===== config.mk =====
export PLATFORM = sky130hd
export DESIGN_NAME = dragster_spi_responder
export DESIGN_NICKNAME = d
export VERILOG_FILES = /design/src/rtl/dragster_spi_responder.sv
export SDC_FILE = /design/constraint.sdc
export NUM_CORES = 1
export LEC_CHECK = 0
export BUFFER_PORTS_ARGS = -buffer_cell sky130_fd_sc_hd__buf_2
export CAP_MARGIN = 10
export CORE_UTILIZATION = 46
export CTS_CLUSTER_SIZE = 12
export DETAILED_ROUTE_END_ITERATION = 8
export SLEW_MARGIN = 10
export SYNTH_ARGS = -nofsm -noshare
export SYNTH_HDL_FRONTEND = slang
export SYNTH_SLANG_ARGS = --single-unit

===== constraint.sdc =====
create_clock -name clk -period 12.18 [get_ports clk]
set_clock_uncertainty 0.2 [all_clocks]
set_input_delay 3.654 -clock clk [delete_from_list [all_inputs] [get_ports clk]]
set_output_delay 3.654 -clock clk [all_outputs]
set_load 0.02 [all_outputs]

===== src/rtl/dragster_spi_responder.sv =====
// Dragster sensor configuration port stand-in: SPI mode-0 slave that
// writes {address, data} frames into a register bank with full-duplex readback.
module dragster_spi_responder #(
    parameter int unsigned ADDR_BITS   = 4,
    parameter logic [7:0]  RESET_VALUE = 8'h00,
    parameter int unsigned SYNC_STAGES = 2
) (
    input  logic                 clk,
    input  logic                 reset,
    input  logic                 sclk,
    input  logic                 ss_n,
    input  logic                 mosi,
    output logic                 miso,
    output logic                 miso_oe,
    output logic                 wr_valid,
    output logic [ADDR_BITS-1:0] wr_addr,
    output logic [7:0]           wr_data,
    output logic                 frame_done,
    output logic                 frame_error,
    input  logic [ADDR_BITS-1:0] reg_rd_addr,
    output logic [7:0]           reg_rd_data
);

    localparam int unsigned DEPTH = 1 << ADDR_BITS;

    typedef enum logic [1:0] {
        IDLE = 2'd0,
        ADDR = 2'd1,
        DATA = 2'd2
    } state_t;

    state_t state_q, state_d;

    logic [SYNC_STAGES-1:0] sclk_sync_q, sclk_sync_d;
    logic [SYNC_STAGES-1:0] ss_sync_q, ss_sync_d;
    logic [SYNC_STAGES-1:0] mosi_sync_q, mosi_sync_d;
    logic sclk_prev_q, sclk_prev_d;
    logic ss_prev_q, ss_prev_d;

    logic [2:0]           bit_cnt_q, bit_cnt_d;
    logic [7:0]           shift_in_q, shift_in_d;
    logic [7:0]           shift_out_q, shift_out_d;
    logic [ADDR_BITS-1:0] addr_q, addr_d;
    logic                 range_ok_q, range_ok_d;
    logic                 data_seen_q, data_seen_d;
    logic                 miso_q, miso_d;
    logic                 miso_oe_q, miso_oe_d;
    logic                 wr_valid_q, wr_valid_d;
    logic [ADDR_BITS-1:0] wr_addr_q, wr_addr_d;
    logic [7:0]           wr_data_q, wr_data_d;
    logic                 frame_done_q, frame_done_d;
    logic                 frame_error_q, frame_error_d;
    logic [7:0]           reg_rd_data_q, reg_rd_data_d;
    logic [7:0]           bank_q [DEPTH];
    logic [7:0]           bank_d [DEPTH];

    logic                 sclk_s, ss_s, mosi_s;
    logic                 sclk_rise, sclk_fall, ss_rise, ss_fall;
    logic [7:0]           shift_in_next;
    logic                 range_ok_new;
    logic [ADDR_BITS-1:0] addr_new;
    logic [ADDR_BITS-1:0] addr_inc;
    logic [7:0]           load_val;
    logic [7:0]           next_val;

    assign sclk_s = sclk_sync_q[SYNC_STAGES-1];
    assign ss_s   = ss_sync_q[SYNC_STAGES-1];
    assign mosi_s = mosi_sync_q[SYNC_STAGES-1];

    assign sclk_rise = sclk_s & ~sclk_prev_q;
    assign sclk_fall = ~sclk_s & sclk_prev_q;
    assign ss_rise   = ss_s & ~ss_prev_q;
    assign ss_fall   = ~ss_s & ss_prev_q;

    assign shift_in_next = {shift_in_q[6:0], mosi_s};
    assign range_ok_new  = (shift_in_next >> ADDR_BITS) == 8'h00;
    assign addr_new      = shift_in_next[ADDR_BITS-1:0];
    assign addr_inc      = addr_q + ADDR_BITS'(1);
    assign load_val      = bank_q[addr_new];
    assign next_val      = bank_q[addr_inc];

    // Synchronizer shift and edge-history next values
    always_comb begin
        sclk_sync_d = {sclk_sync_q[SYNC_STAGES-2:0], sclk};
        ss_sync_d   = {ss_sync_q[SYNC_STAGES-2:0], ss_n};
        mosi_sync_d = {mosi_sync_q[SYNC_STAGES-2:0], mosi};
        sclk_prev_d = sclk_s;
        ss_prev_d   = ss_s;
    end

    // Next-state logic of the frame FSM
    always_comb begin
        state_d = state_q;
        unique case (state_q)
            IDLE: begin
                if (ss_fall) state_d = ADDR;
            end
            ADDR: begin
                if (ss_rise) begin
                    state_d = IDLE;
                end else if (sclk_rise && bit_cnt_q == 3'd7) begin
                    state_d = DATA;
                end
            end
            DATA: begin
                if (ss_rise) state_d = IDLE;
            end
            default: state_d = IDLE;
        endcase
    end

    // Datapath and output values driven by the FSM state and SPI edges
    always_comb begin
        bit_cnt_d     = bit_cnt_q;
        shift_in_d    = shift_in_q;
        shift_out_d   = shift_out_q;
        addr_d        = addr_q;
        range_ok_d    = range_ok_q;
        data_seen_d   = data_seen_q;
        miso_d        = miso_q;
        miso_oe_d     = miso_oe_q;
        wr_valid_d    = 1'b0;
        wr_addr_d     = wr_addr_q;
        wr_data_d     = wr_data_q;
        frame_done_d  = 1'b0;
        frame_error_d = 1'b0;
        reg_rd_data_d = bank_q[reg_rd_addr];
        bank_d        = bank_q;

        unique case (state_q)
            IDLE: begin
                if (ss_fall) begin
                    bit_cnt_d   = 3'd0;
                    shift_in_d  = 8'h00;
                    shift_out_d = 8'h00;
                    range_ok_d  = 1'b0;
                    data_seen_d = 1'b0;
                    miso_d      = 1'b0;
                    miso_oe_d   = 1'b1;
                end
            end
            ADDR: begin
                if (ss_rise) begin
                    miso_d        = 1'b0;
                    miso_oe_d     = 1'b0;
                    frame_error_d = 1'b1;
                end else if (sclk_rise) begin
                    shift_in_d = shift_in_next;
                    bit_cnt_d  = bit_cnt_q + 3'd1;
                    if (bit_cnt_q == 3'd7) begin
                        addr_d      = addr_new;
                        range_ok_d  = range_ok_new;
                        shift_out_d = range_ok_new ? load_val : 8'h00;
                        miso_d      = shift_out_d[7];
                    end
                end
            end
            DATA: begin
                if (ss_rise) begin
                    miso_d    = 1'b0;
                    miso_oe_d = 1'b0;
                    if (bit_cnt_q != 3'd0) begin
                        frame_error_d = 1'b1;
                    end else if (data_seen_q) begin
                        frame_done_d = 1'b1;
                    end
                end else if (sclk_rise) begin
                    shift_in_d = shift_in_next;
                    bit_cnt_d  = bit_cnt_q + 3'd1;
                    if (bit_cnt_q == 3'd7) begin
                        if (range_ok_q) begin
                            bank_d[addr_q] = shift_in_next;
                            wr_valid_d     = 1'b1;
                            wr_addr_d      = addr_q;
                            wr_data_d      = shift_in_next;
                        end
                        addr_d      = addr_inc;
                        data_seen_d = 1'b1;
                        shift_out_d = range_ok_q ? next_val : 8'h00;
                        miso_d      = shift_out_d[7];
                    end
                end else if (sclk_fall && bit_cnt_q != 3'd0) begin
                    // The MSB is already on miso at the byte boundary,
                    // so the fall right after it must not shift.
                    shift_out_d = {shift_out_q[6:0], 1'b0};
                    miso_d      = shift_out_q[6];
                end
            end
            default: begin
                miso_d    = 1'b0;
                miso_oe_d = 1'b0;
            end
        endcase
    end

    // State and datapath registers with asynchronous clear
    always_ff @(posedge clk or posedge reset) begin
        if (reset) begin
            state_q       <= IDLE;
            sclk_sync_q   <= '0;
            // Select resets to "asserted" so a low ss_n at release is
            // not taken as a frame start; it must rise and fall first.
            ss_sync_q     <= '0;
            mosi_sync_q   <= '0;
            sclk_prev_q   <= 1'b0;
            ss_prev_q     <= 1'b0;
            bit_cnt_q     <= 3'd0;
            shift_in_q    <= 8'h00;
            shift_out_q   <= 8'h00;
            addr_q        <= '0;
            range_ok_q    <= 1'b0;
            data_seen_q   <= 1'b0;
            miso_q        <= 1'b0;
            miso_oe_q     <= 1'b0;
            wr_valid_q    <= 1'b0;
            wr_addr_q     <= '0;
            wr_data_q     <= 8'h00;
            frame_done_q  <= 1'b0;
            frame_error_q <= 1'b0;
            reg_rd_data_q <= 8'h00;
            for (int i = 0; i < DEPTH; i++) begin
                bank_q[i] <= RESET_VALUE;
            end
        end else begin
            state_q       <= state_d;
            sclk_sync_q   <= sclk_sync_d;
            ss_sync_q     <= ss_sync_d;
            mosi_sync_q   <= mosi_sync_d;
            sclk_prev_q   <= sclk_prev_d;
            ss_prev_q     <= ss_prev_d;
            bit_cnt_q     <= bit_cnt_d;
            shift_in_q    <= shift_in_d;
            shift_out_q   <= shift_out_d;
            addr_q        <= addr_d;
            range_ok_q    <= range_ok_d;
            data_seen_q   <= data_seen_d;
            miso_q        <= miso_d;
            miso_oe_q     <= miso_oe_d;
            wr_valid_q    <= wr_valid_d;
            wr_addr_q     <= wr_addr_d;
            wr_data_q     <= wr_data_d;
            frame_done_q  <= frame_done_d;
            frame_error_q <= frame_error_d;
            reg_rd_data_q <= reg_rd_data_d;
            bank_q        <= bank_d;
        end
    end

    assign miso        = miso_q;
    assign miso_oe     = miso_oe_q;
    assign wr_valid    = wr_valid_q;
    assign wr_addr     = wr_addr_q;
    assign wr_data     = wr_data_q;
    assign frame_done  = frame_done_q;
    assign frame_error = frame_error_q;
    assign reg_rd_data = reg_rd_data_q;

endmodule

==> flow_summary.toml, run 1 <==
[routing]
vias_per_cell = 6.48
drtPass1Iterations = 7
routedWlPerCell_um = 26.9
drt-total-wl_mm = 27.5
num_vias = 6615
first_iter_violations = 542
drc = 4
ant_nets = 0

[power_and_ir_drop]
ir_drop_mv = 0.0969
p_clk_share_pct = 39.6
leakagePower_uw = 0.00517
power_density_mw_per_mm2 = 135
p_sw_share_pct = 29.4
seqPwrFrac_pct = 45.2
internal_power_uw = 1080
power.total_uw = 1530
switchingPower_uw = 451
share_comb_of_total_power_pct = 15.2

[sta]
tightestPinTransition_ns = 1.17
slew_violations = 0
hold_viol_final = 0
setup_tns_ns = 0
min_period_ns = 5.28
relSlewSlack_pct = 22.1
rsz0062_at_grt = "no"
worst_slack_ns = 6.90
finalSetupViolCount = 0
whs_ns = 0.149
timing.fmax_mhz = 189
period_share_pct = 43.3

[worst_setup_path]
slowest_delay_ns = 0.64
path_max_fanout = 32
start_kind = "primary input"
cp.depth = 3
crit_arrival_ns = 5.39
crit_type = "in -> reg"
critPathMostFrequentCell = "mux4_2"
cp-end-kind = "register"
r2r_cells = 8
worst-path-buf-inv = 1
crit_chain = "buf_2, mux4_2, mux4_2"
slowest_stage = "buf_2"
crit_required_ns = 12.29
crit_family = "multiplexers"

[global_route]
grt_max_degree = 129
grt_pass1_vias = 6909
grt_pass1_wl_mm = 43.6
antenna_found_initial = 1
gr-total-overflow = 0
grt_usage_pct = 25.4

[clock_network]
clock_sinks = 186
h-tree-depth = 4
clk_pin_slew_worst_paths_ns = 0.07
cts_root_buf = "clkbuf_16"
cts.path.max_buffers = 2
ctsResizeCount = 0
cts_tree = "yes"
post_cts.repair.setup_buffers = 0
insertion_delay_ns = 0.45
numCtsBuffers = 17
postCtsHoldBufs = 0

[status]
outcome = "complete, but fails checks"
violations = "DRC"

[place]
port_buffers = 33
pre_cts_ws_ns = 6.44
dp_hpwl_mm = 17.5
gp_congestion = 0.841

[synthesis]
synthCells = 730
synth_edf_count = 0
yosysWarningCount = 0
synth.ff_latch_count = 186
async_flop_share_pct = 100
ys_seq_area_share_pct = 44.9
yosys.area.top_type_share_pct = 44.9
ys_top_cells_by_count = "186 x dfrtp_1, 137 x mux2_2, 98 x mux4_2, 50 x nand2_1, 38 x mux2i_1"
yosysMostFrequentCell = "dfrtp_1"
syn_nets = 750
synth_area_leaders = "dfrtp_1 45%, mux4_2 21%, mux2_2 15%"
syn_area_per_cell_um2 = 14.2
yosysTopAreaCell = "dfrtp_1"
syn_area_mm2 = 0.0104
yosys_most_used_dff = "dfrtp_1"
ys_types = 50

[floorplan]
fp.dieH_um = 152
design.core.area_mm2 = 0.0220
die_x_um = 152
initial_utilization_pct = 47.2
rows = 54
num_io_pins = 34
die-area_mm2 = 0.0232

[finish]
drive_gt1_share_pct = 43.3
fin_nets = 748
synthToLayoutAreaGrowth_pct = 9.15
diodes = 0

[hold_path]
worstHoldPathCells = 0
hold_path.class = "reg -> reg"

[job]
maxCapViolCount = 0
[per-layer routing]
metal,GRT usage [%],share of wire (%),vias to the layer above
met5,0,0,-
met4,8.65,2.3,0
met3,5.20,5.4,41
met2,41.3,50,240
met1,34.0,43,3537
li1,-,-,2797
[worst paths after layout]
path                                          start                          to  slack, ns
min                        mosi_sync_q[0]$_DFF_PP0_    mosi_sync_q[1]$_DFF_PP0_       0.15
max                                  reg_rd_addr[1]    reg_rd_data[7]$_DFF_PP0_       6.90
max reg2reg                   addr_q[0]$_DFFE_PP0P_  shift_out_q[6]$_DFFE_PP0P_       8.78
min in group asynchronous                     reset      bank_q[36]$_DFFE_PP0P_       3.20
max in group asynchronous                     reset  shift_out_q[0]$_DFFE_PP0P_       7.23
min reg2reg                mosi_sync_q[0]$_DFF_PP0_    mosi_sync_q[1]$_DFF_PP0_       0.15
[power by group through the flow]
| stage | clock network, uW | logic, uW | registers [uW] |
|---|---|---|---|
| floorplan | 0 | 194 | 670 |
| global placement | 0 | 226 | 702 |
| detailed placement | 0 | 233 | 703 |
| CTS | 612 | 233 | 691 |
| global route | 642 | 253 | 697 |
| finish | 607 | 233 | 692 |
[stage by stage]
| step | instance area [um2] | cells | util, % |
|---|---|---|---|
| after floorplan | 10400 | 730 | - |
| after global placement | 10700 | 989 | 48.7 |
| after detailed placement | 10700 | 989 | 48.7 |
| after CTS | 11300 | 1021 | 51.6 |
| after global routing | 11300 | 1021 | 51.6 |
| final | 11300 | 1021 | 51.6 |
[flip-flops by register name, summed over array words and instances (netlist names), 2 cells and up]
name         flops
addr_q           4
ss_sync_q        2
state_q          2
shift_out_q      7
mosi_sync_q      2
wr_data          8
bit_cnt_q        3
shift_in_q       7
reg_rd_data      8
sclk_sync_q      2
wr_addr          4
bank_q         128
[logic make-up (layout without fill, tap and decap cells)]
| logic type | Yosys count | after routing | share of synthesized area [%] |
|---|---|---|---|
| mux | 277 | 277 | 40.2 |
| flops | 186 | 186 | 44.9 |
| simple gates | 108 | 108 | 5.42 |
| compound gates | 73 | 73 | 4.74 |
| buf+inv | 73 | 84 | 3.16 |
| fa+ha+maj | 11 | 11 | 1.33 |
| xor+xnor | 2 | 2 | 0.241 |
[final cells by class]
cell class | instances | area, um2
clock inverter | 13 | 191
fill | 1809 | 10600
clock buffer | 19 | 443
sequential | 186 | 4660
inverter | 10 | 45.0
timing repair buffer | 42 | 233
multi-input combinational | 471 | 5400
tap | 280 | 350
[layout by cell type, fill, tap and decap left out, types with 6 or more instances in the layout]
cell	count
nand2_1	50
mux2i_1	38
clkbuf_16	17
buf_2	33
a22oi_1	7
o22ai_1	8
o2111ai_1	6
dfrtp_1	183
mux4_2	98
a21oi_1	12
nand2b_1	12
nor2_1	10
buf_4	9
ha_1	11
inv_1	8
and2_1	8
mux2_2	137
o21ai_0	16
[worst register-to-register path, stage by stage, from the launching register on]
cell and delay (ns):
dfrtp_2 0.34, buf_4 0.54, inv_1 0.17, ha_1 0.32
buf_4 0.50, mux4_2 0.60, mux2i_1 0.25, o22ai_1 0.16
a2bb2oi_1 0.18
Power figures use the tool's default switching activity.
==> run 2: changes to the inputs <==
- clock period: 12.18 -> 5.1 ns (I/O delays scaled with it)
==> flow_summary.toml, run 2 (synthesis gave the netlist of run 1 again) <==
[finish]
synthToLayoutAreaGrowth_pct = 8.99
mostFrequentLayoutCell = "dfrtp_1"
largest_register_ff_count = 128
diodes = 0
fill_cells = 1818
fin_nets = 752
fin_area_mm2 = 0.0113
drive_gt1_share_pct = 43.6
mostFrequentLayoutCells = "183 x dfrtp_1, 137 x mux2_2, 98 x mux4_2"
top_register = "bank_q"

[routing]
num_vias = 6588
drc = 4
drtPass1Iterations = 6
routedWlPerCell_um = 25.9
first_iter_violations = 435
drt-total-wl_mm = 26.5
ant_nets = 0
vias_per_cell = 6.43

[floorplan]
die_x_um = 152
fp.dieH_um = 152
initial_utilization_pct = 47.2
num_io_pins = 34
design.core.area_mm2 = 0.0220
rows = 54
die-area_mm2 = 0.0232

[worst_setup_path]
crit_chain = "buf_4, inv_1, ha_1, buf_4, mux4_2, mux2i_1, o22ai_1, a2bb2oi_2"
start_kind = "register"
r2r_cells = 8
critPathMostFrequentCell = "buf_4"
crit_required_ns = 5.20
slowest_delay_ns = 0.60
path_max_fanout = 39
crit_type = "reg -> reg"
cp-end-kind = "register"
crit_arrival_ns = 3.58
slowest_stage = "mux4_2"

[hold_path]
hold_path.class = "reg -> reg"
worstHoldPathCells = 0

[clock_network]
h-tree-depth = 4
cts.path.max_buffers = 2
cts_root_buf = "clkbuf_16"
insertion_delay_ns = 0.44
numCtsBuffers = 17
post_cts.repair.setup_buffers = 0
ctsResizeCount = 0
clock_sinks = 186
postCtsHoldBufs = 0
cts_tree = "yes"
clk_pin_slew_worst_paths_ns = 0.07

[job]
maxCapViolCount = 0

[global_route]
antenna_found_initial = 0
grt_pass1_vias = 6904
grt_usage_pct = 24.4
grt_pass1_wl_mm = 42.4
gr-total-overflow = 0
grt_max_degree = 79

[power_and_ir_drop]
leakagePower_uw = 0.00516
power_density_mw_per_mm2 = 311
ir_drop_mv = 0.230

[status]
violations = "DRC"
outcome = "complete, but fails checks"

[place]
gp_congestion = 0.896
dp_hpwl_mm = 18.2
port_buffers = 33
placed_cell_area_mm2 = 0.0107

[sta]
rsz0062_at_grt = "no"
min_period_ns = 3.48
finalSetupViolCount = 0
timing.fmax_mhz = 287
tightestPinTransition_ns = 1.12
relSlewSlack_pct = 25.5
hold_viol_final = 0
slew_violations = 0
period_share_pct = 68.3
setup_tns_ns = 0
run 2: changes by cell type in the layout (fill, tap and decap cells not counted):
cell,delta
xor2_4,-1
bufinv_16,-3
inv_6,+3
clkinvlp_4,+2
xor2_2,+1
clkinv_2,-2
buf_12,+2
clkinv_4,+1
inv_8,-1
buf_4,+2
run 2: report_power, final:
| group | leakage [uW] | total (uW) | switching [uW] | internal [uW] |
|---|---|---|---|---|
| clock | 0.000273 | 1310 | 611 | 700 |
| sequential | 0.00257 | 1670 | 134 | 1530 |
| combinational | 0.00232 | 539 | 327 | 211 |
| total | 0.00516 | 3520 | 1070 | 2440 |
run 2: stage by stage:
stage | hold WS, ns | instances | util [%] | total power, uW | setup WS, ns
finish | 0.151 | 1025 | 51.5 | 3520 | 1.62
global placement | 0.136 | 993 | 48.9 | 2210 | 1.23
detailed placement | 0.135 | 993 | 48.9 | 2230 | 1.20
CTS | 0.152 | 1025 | 51.5 | 3540 | 1.56
global route | 0.174 | 1025 | 51.5 | 3670 | 1.35
floorplan | 0.131 | 730 | - | 2060 | 0.977
run 2: layer usage:
metal / part of all wire (%) / GRT usage, % / up-vias
met5: 0 / 0 / -
met4: 2.6 / 7.92 / 0
met3: 6.4 / 5.40 / 41
met2: 47 / 37.2 / 218
met1: 44 / 35.0 / 3528
li1: - / - / 2801
run 2: final timing paths:
path	end	startpoint	slack, ns
worst min register to register	mosi_sync_q[1]$_DFF_PP0_	mosi_sync_q[0]$_DFF_PP0_	0.15
worst min-delay path	mosi_sync_q[1]$_DFF_PP0_	mosi_sync_q[0]$_DFF_PP0_	0.15
worst max-delay path	shift_out_q[2]$_DFFE_PP0P_	addr_q[0]$_DFFE_PP0P_	1.62
min in group asynchronous	bank_q[11]$_DFFE_PP0P_	reset	1.06
worst max register to register	shift_out_q[2]$_DFFE_PP0P_	addr_q[0]$_DFFE_PP0P_	1.62
max in group asynchronous	bank_q[47]$_DFFE_PP0P_	reset	2.75
run 2: cell type report:
cell class / instances / area [um2] / share of cell area [%]
Clock buffer: 19 / 443 / 3.92
Clock inverter: 13 / 134 / 1.18
Inverter: 10 / 41.3 / 0.365
Multi-Input combinational cell: 471 / 5390 / 47.7
Sequential cell: 186 / 4660 / 41.2
Tap cell: 280 / 350 / 3.10
Timing Repair Buffer: 46 / 288 / 2.55
run 2: critical path, delay by kind of cell (launching register included):
family | cells | cell delay, ns
multiplexers | 2 | 0.90
flip-flops | 1 | 0.35
adder cells (fa/ha/maj) | 1 | 0.33
buffers and inverters | 3 | 1.19
AO/OA/AOI/OAI | 2 | 0.34
